===== config.mk =====
export PLATFORM = sky130hd
export DESIGN_NAME = piso_register_tx_flat
export DESIGN_NICKNAME = d
export VERILOG_FILES = /design/src/rtl/piso_register_tx_if.sv /design/src/rtl/piso_register_tx.sv /design/src/flat_wrapper.sv
export SDC_FILE = /design/constraint.sdc
export NUM_CORES = 1
export LEC_CHECK = 0
export CORE_MARGIN = 5
export CORE_UTILIZATION = 48
export CTS_BUF_LIST = sky130_fd_sc_hd__clkbuf_16
export DETAILED_ROUTE_END_ITERATION = 8
export PLACE_DENSITY_LB_ADDON = 0.12
export RECOVER_POWER = 50
export SYNTH_ARGS = -nofsm -noshare
export SYNTH_HDL_FRONTEND = slang
export SYNTH_SLANG_ARGS = --single-unit

===== constraint.sdc =====
create_clock -name clk -period 1.7 [get_ports clk]
set_input_delay 0.34 -clock clk [delete_from_list [all_inputs] [get_ports clk]]
set_output_delay 0.34 -clock clk [all_outputs]
set_load 0.01 [all_outputs]

===== src/rtl/piso_register_tx_if.sv =====
// Load handshake and serial output bundle for the parallel-in/serial-out transmitter.
// The master drives words and the bit tick; the slave (transmitter) drives the serial side.
interface piso_register_tx_if #(
   parameter int WIDTH = 7
) ();
   logic             en;
   logic             load_valid;
   logic             load_ready;
   logic [WIDTH-1:0] d;
   logic             sdo;
   logic             sdo_valid;
   logic             busy;
   logic             done;

   modport master (
      output en, load_valid, d,
      input  load_ready, sdo, sdo_valid, busy, done
   );

   modport slave (
      input  en, load_valid, d,
      output load_ready, sdo, sdo_valid, busy, done
   );
endinterface


===== src/rtl/piso_register_tx.sv =====
// Parallel-in/serial-out transmitter: accepts a WIDTH-bit word on a valid/ready handshake
// and shifts it out one bit per enabled edge, pulsing done once the last bit has been shown.
module piso_register_tx #(
   parameter int WIDTH     = 7,
   parameter bit MSB_FIRST = 1'b1
) (
   input logic               clk,
   input logic               reset,
   piso_register_tx_if.slave bus
);
   localparam int CNT_W = $clog2(WIDTH);
   localparam logic [CNT_W-1:0] LAST_CNT = CNT_W'(WIDTH - 1);

   typedef enum logic [1:0] {
      ST_IDLE  = 2'd0,
      ST_SHIFT = 2'd1,
      ST_DONE  = 2'd2
   } state_t;

   state_t           state_q, state_d;
   logic [WIDTH-1:0] shift_q, shift_d;
   logic [WIDTH-1:0] shift_nxt_s;
   logic [CNT_W-1:0] cnt_q, cnt_d;
   logic             sdo_q, sdo_d;
   logic             sdo_valid_q, sdo_valid_d;
   logic             busy_q, busy_d;
   logic             done_q, done_d;
   logic             load_ready_q, load_ready_d;

   // Next state, shift register and bit counter
   always_comb begin
      state_d = state_q;
      shift_d = shift_q;
      cnt_d   = cnt_q;
      if (MSB_FIRST) begin
         shift_nxt_s = {shift_q[WIDTH-2:0], 1'b0};
      end else begin
         shift_nxt_s = {1'b0, shift_q[WIDTH-1:1]};
      end
      case (state_q)
         ST_IDLE: begin
            // load_ready_q is high exactly while idle, so this is the handshake itself
            if (bus.load_valid && load_ready_q) begin
               shift_d = bus.d;
               cnt_d   = '0;
               state_d = ST_SHIFT;
            end else begin
               state_d = ST_IDLE;
            end
         end
         ST_SHIFT: begin
            if (bus.en) begin
               if (cnt_q == LAST_CNT) begin
                  state_d = ST_DONE;
                  shift_d = '0;
               end else begin
                  shift_d = shift_nxt_s;
                  cnt_d   = cnt_q + CNT_W'(1);
               end
            end else begin
               state_d = ST_SHIFT;
            end
         end
         ST_DONE: begin
            state_d = ST_IDLE;
         end
         default: begin
            state_d = ST_IDLE;
            shift_d = '0;
            cnt_d   = '0;
         end
      endcase
   end

   // Output decode from the upcoming state so every output leaves a flop
   always_comb begin
      sdo_d        = 1'b0;
      sdo_valid_d  = 1'b0;
      busy_d       = 1'b0;
      done_d       = 1'b0;
      load_ready_d = 1'b0;
      case (state_d)
         ST_IDLE: begin
            load_ready_d = 1'b1;
         end
         ST_SHIFT: begin
            busy_d      = 1'b1;
            sdo_valid_d = 1'b1;
            if (MSB_FIRST) begin
               sdo_d = shift_d[WIDTH-1];
            end else begin
               sdo_d = shift_d[0];
            end
         end
         ST_DONE: begin
            busy_d = 1'b1;
            done_d = 1'b1;
         end
         default: begin
            load_ready_d = 1'b0;
         end
      endcase
   end

   // State and output registers; reset abandons any transfer in flight
   always_ff @(posedge clk or posedge reset) begin
      if (reset) begin
         state_q      <= ST_IDLE;
         shift_q      <= '0;
         cnt_q        <= '0;
         sdo_q        <= 1'b0;
         sdo_valid_q  <= 1'b0;
         busy_q       <= 1'b0;
         done_q       <= 1'b0;
         load_ready_q <= 1'b1;
      end else begin
         state_q      <= state_d;
         shift_q      <= shift_d;
         cnt_q        <= cnt_d;
         sdo_q        <= sdo_d;
         sdo_valid_q  <= sdo_valid_d;
         busy_q       <= busy_d;
         done_q       <= done_d;
         load_ready_q <= load_ready_d;
      end
   end

   assign bus.sdo        = sdo_q;
   assign bus.sdo_valid  = sdo_valid_q;
   assign bus.busy       = busy_q;
   assign bus.done       = done_q;
   assign bus.load_ready = load_ready_q;
endmodule


===== src/flat_wrapper.sv =====
// flat-port wrapper written by rule: the top's interface ports become plain ports
module piso_register_tx_flat 
#(
   parameter int WIDTH     = 7,
   parameter bit MSB_FIRST = 1'b1
)
  (clk, reset, bus_en, bus_load_valid, bus_d, bus_load_ready, bus_sdo, bus_sdo_valid, bus_busy, bus_done);
  piso_register_tx_if #(.WIDTH(WIDTH)) bus_i ();
  input logic clk;
  input logic reset;
  input wire logic [$bits(bus_i.en)-1:0] bus_en;
  input wire logic [$bits(bus_i.load_valid)-1:0] bus_load_valid;
  input wire logic [$bits(bus_i.d)-1:0] bus_d;
  output wire logic [$bits(bus_i.load_ready)-1:0] bus_load_ready;
  output wire logic [$bits(bus_i.sdo)-1:0] bus_sdo;
  output wire logic [$bits(bus_i.sdo_valid)-1:0] bus_sdo_valid;
  output wire logic [$bits(bus_i.busy)-1:0] bus_busy;
  output wire logic [$bits(bus_i.done)-1:0] bus_done;
  assign bus_i.en = bus_en;
  assign bus_i.load_valid = bus_load_valid;
  assign bus_i.d = bus_d;
  assign bus_load_ready = bus_i.load_ready;
  assign bus_sdo = bus_i.sdo;
  assign bus_sdo_valid = bus_i.sdo_valid;
  assign bus_busy = bus_i.busy;
  assign bus_done = bus_i.done;
  piso_register_tx #(.WIDTH(WIDTH), .MSB_FIRST(MSB_FIRST)) u_core (.clk(clk), .reset(reset), .bus(bus_i));
endmodule

==> results by group <==
Yosys
  • Netlist Area Pre-Place: 782 um2
  • Register area share after synthesis: 54.6%
  • Syn Inst Count: 65
  • Main flop type after synthesis: dfrtp_1
  • Post-Syn Nets: 81
  • Most frequent cell after synthesis: dfrtp_1
  • Yosys reg bits: 17
  • Number of warnings issued by yosys: 0
  • Commonest cells post-synth: dfrtp_1 (16), inv_1 (6), a221o_1 (5), ha_1 (5)
  • Area contributors post-synth: dfrtp_1 (51%), ha_1 (8.0%), a221o_1 (6.4%), dfstp_2 (3.4%), and2_0 (3.2%)
  • Synth unique cells: 26
  • Async set-reset flop share out of synthesis: 100%
  • Avg Cell Area, Syn: 12.0 um2
  • Synth top area share: 51.2%
  • Post-synth EDFFs: 0
  • Area leader, netlist: dfrtp_1

Cells and area
  • Filler instances: 111
  • Diodes inserted: 0
  • Fraction of layout cells with a size suffix above 1: 9.20%
  • Reg area: 427 um2
  • Area grow syn2layout: 33.8%
  • # nets final: 104
  • Area of the multi-input gates: 322 um2
  • Final instance area: 0.00105 mm2

Clocking
  • Clock Latency Late Sink: 0.24 ns
  • Inserted Clock Buffers: 3
  • Post-CTS resize count: 0
  • H-tree levels: 1
  • Clock transition at path regs: 0.05 ns
  • CTS Sinks: 17
  • Root buf cell: clkbuf_16
  • CTS tree: built
  • # Post-CTS Setup Buffers: 0
  • # hold bufs at CTS: 0
  • Clock Path Buffers: 2

GRT
  • Vias in the first global route: 609
  • Total grt overflow: 0
  • Initial antenna violation count: 0
  • Grt peak-use layer: met2
  • Met3 Use GR: 2.07%
  • Largest net degree at the start of global routing: 18
  • Total Routing Usage GR: 14.7%
  • Global-route wire length before repair: 2820 um
  • GR Layer Usage met1: 18.6%
  • GR Layer Usage met2: 23.8%

Timing
  • Actual slew at the worst max-slew pin: 0.909 ns
  • Slew margin rel.: 39.4%
  • Final-report setup violation count: 0
  • RSZ-0062 raised after global routing: no
  • PnR worst setup slack: 0.0462 ns
  • Period minus WS final: 1.65 ns
  • Fin. Hold Viols: 0
  • Worst Skew: 0.00135 ns
  • Final slew viol count: 0
  • FMAX: 605 MHz
  • Final worst-path cycle share: 97.3%
  • Hold slack final: 0.512 ns

Worst setup path
  • Critical path fanouts, max: 3
  • CP Data Required Time: 1.36 ns
  • Startpoint type of the worst setup path: flop
  • Slowest CP cell: dfstp_2
  • Class of the most critical setup path: flop to output pin
  • CP delay by family, top: flip-flops
  • Critical Path Sink Type: output pin
  • Cell Chain, Critical Path: clkdlybuf4s50_1
  • Crit path buf inv count: 1
  • Worst path arrival time: 1.31 ns
  • Critical path's largest stage delay: 0.54 ns

Drt
  • Vias per inst: 5.57
  • DR vias: 574
  • Initial DRC count: 19
  • Detail Route Antenna Nets: 0
  • Drt total wl: 1650 um
  • DRC: 0
  • TritonRoute pass-1 iters: 4
  • DR WL/cell: 16.0 um

Power and ir drop
  • Power density over the cells: 1620 mW/mm2
  • Total Power: 1.70 mW
  • P_leak: 0.491 nW
  • Worst vdd ir: 1030 uV

Worst hold path
  • HP Class: flop to flop

Die
  • Die area: 0.00254 mm2
  • Initial Utilization: 51.3%
  • Die W: 50.4 um
  • I/O Pins: 16
  • Core Area: 0.00152 mm2
  • Die Span Y: 50.4 um
  • FP Rows: 14

Placed design
  • # port buffers: 15
  • Placed Area: 971 um2
  • Placer's final routability congestion estimate: 0.826
  • Dpl ws: -0.0620 ns
  • Post-DP HPWL: 1160 um

Flow run
  • Max Cap Violations: 0

Run status
  • Status: complete, no violations
final timing paths:
kind	startpoint	end	slack [ns]	cells after the start
setup / recovery	u_core.bus.load_ready$_DFF_PP1_	bus_load_ready	0.05	1
hold / removal	u_core.shift_q[2]$_DFFE_PP0P_	u_core.shift_q[3]$_DFFE_PP0P_	0.51	1
setup reg to reg	u_core.cnt_q[0]$_DFFE_PP0P_	u_core.bus.sdo$_DFF_PP0_	0.11	7
hold reg to reg	u_core.shift_q[2]$_DFFE_PP0P_	u_core.shift_q[3]$_DFFE_PP0P_	0.51	1
max in group asynchronous	reset	u_core.cnt_q[0]$_DFFE_PP0P_	0.34	3
min in group asynchronous	reset	u_core.state_q[1]$_DFF_PP0_	0.80	3
cells by family after synthesis:
| group | count (synthesis) | synth area share (%) |
|---|---|---|
| buffers and inverters | 7 | 4.32 |
| AO/OA/AOI/OAI | 17 | 17.1 |
| flip-flops | 17 | 54.6 |
| adder cells (fa/ha/maj) | 5 | 8.00 |
| AND/OR/NAND/NOR | 19 | 16.0 |
layer usage:
metal / up-vias / wire (um)
li1: 281 / -
met4: 0 / 33
met5: - / 0
met2: 13 / 831
met3: 4 / 61
met1: 276 / 723
registers in the layout, indices dropped and copies added, names as in the netlist:
signal                 count
u_core.bus.sdo             1
u_core.bus.busy            1
u_core.bus.load_ready      1
u_core.bus.sdo_valid       1
u_core.state_q             2
u_core.bus.done            1
u_core.shift_q             7
u_core.cnt_q               3
where the power goes:
group	switching (mW)	total [mW]	internal, mW
clock	0.143	0.455	0.312
combinational	0.270	0.565	0.295
sequential	0.102	0.679	0.576
layout make-up:
cell class	count	area share [%]
Inverter	6	2.15
Timing Repair Buffer	19	16.9
Multi-Input combinational cell	41	30.7
Sequential cell	17	40.8
Clock inverter	1	0.359
Tap cell	16	1.91
Clock buffer	3	7.18
stage by stage:
stage	setup TNS [ns]	utilization (%)	std cells
6_report	0	68.6	103
5_1_grt	0	68.6	103
4_1_cts	0	68.9	103
3_5_place_dp	-0.283	63.7	99
3_3_place_gp	-0.0828	63.7	99
2_1_floorplan	0	-	65
placed cells by master (no fill, tap or decap):
| master | synthesis | final |
|---|---|---|
| a21boi_1 | 1 | 1 |
| a21oi_1 | 2 | 2 |
| a221o_1 | 5 | 5 |
| a22o_1 | 1 | 1 |
| a22oi_1 | 1 | 1 |
| a32oi_1 | 2 | 2 |
| and2_0 | 4 | 4 |
| and2_1 | 2 | 2 |
| and2b_1 | 1 | 1 |
| and3_1 | 1 | 1 |
| and4bb_1 | 1 | 1 |
| buf_4 | 0 | 3 |
| clkbuf_1 | 0 | 1 |
| clkbuf_16 | 0 | 3 |
| clkdlybuf4s50_1 | 0 | 14 |
| dfrtp_1 | 16 | 16 |
| dfstp_2 | 1 | 1 |
| dlygate4sd3_1 | 0 | 1 |
| ha_1 | 5 | 5 |
| inv_1 | 6 | 7 |
| nand2_1 | 4 | 4 |
| nand3_1 | 2 | 2 |
| nand3b_1 | 1 | 1 |
| nand4_1 | 1 | 1 |
| nand4bb_1 | 1 | 1 |
| nor2_4 | 1 | 1 |
| o21a_1 | 1 | 1 |
| o21ai_0 | 2 | 2 |
| o22ai_1 | 1 | 1 |
| o32ai_1 | 1 | 1 |
No activity file was read; power rests on OpenSTA's default activity.
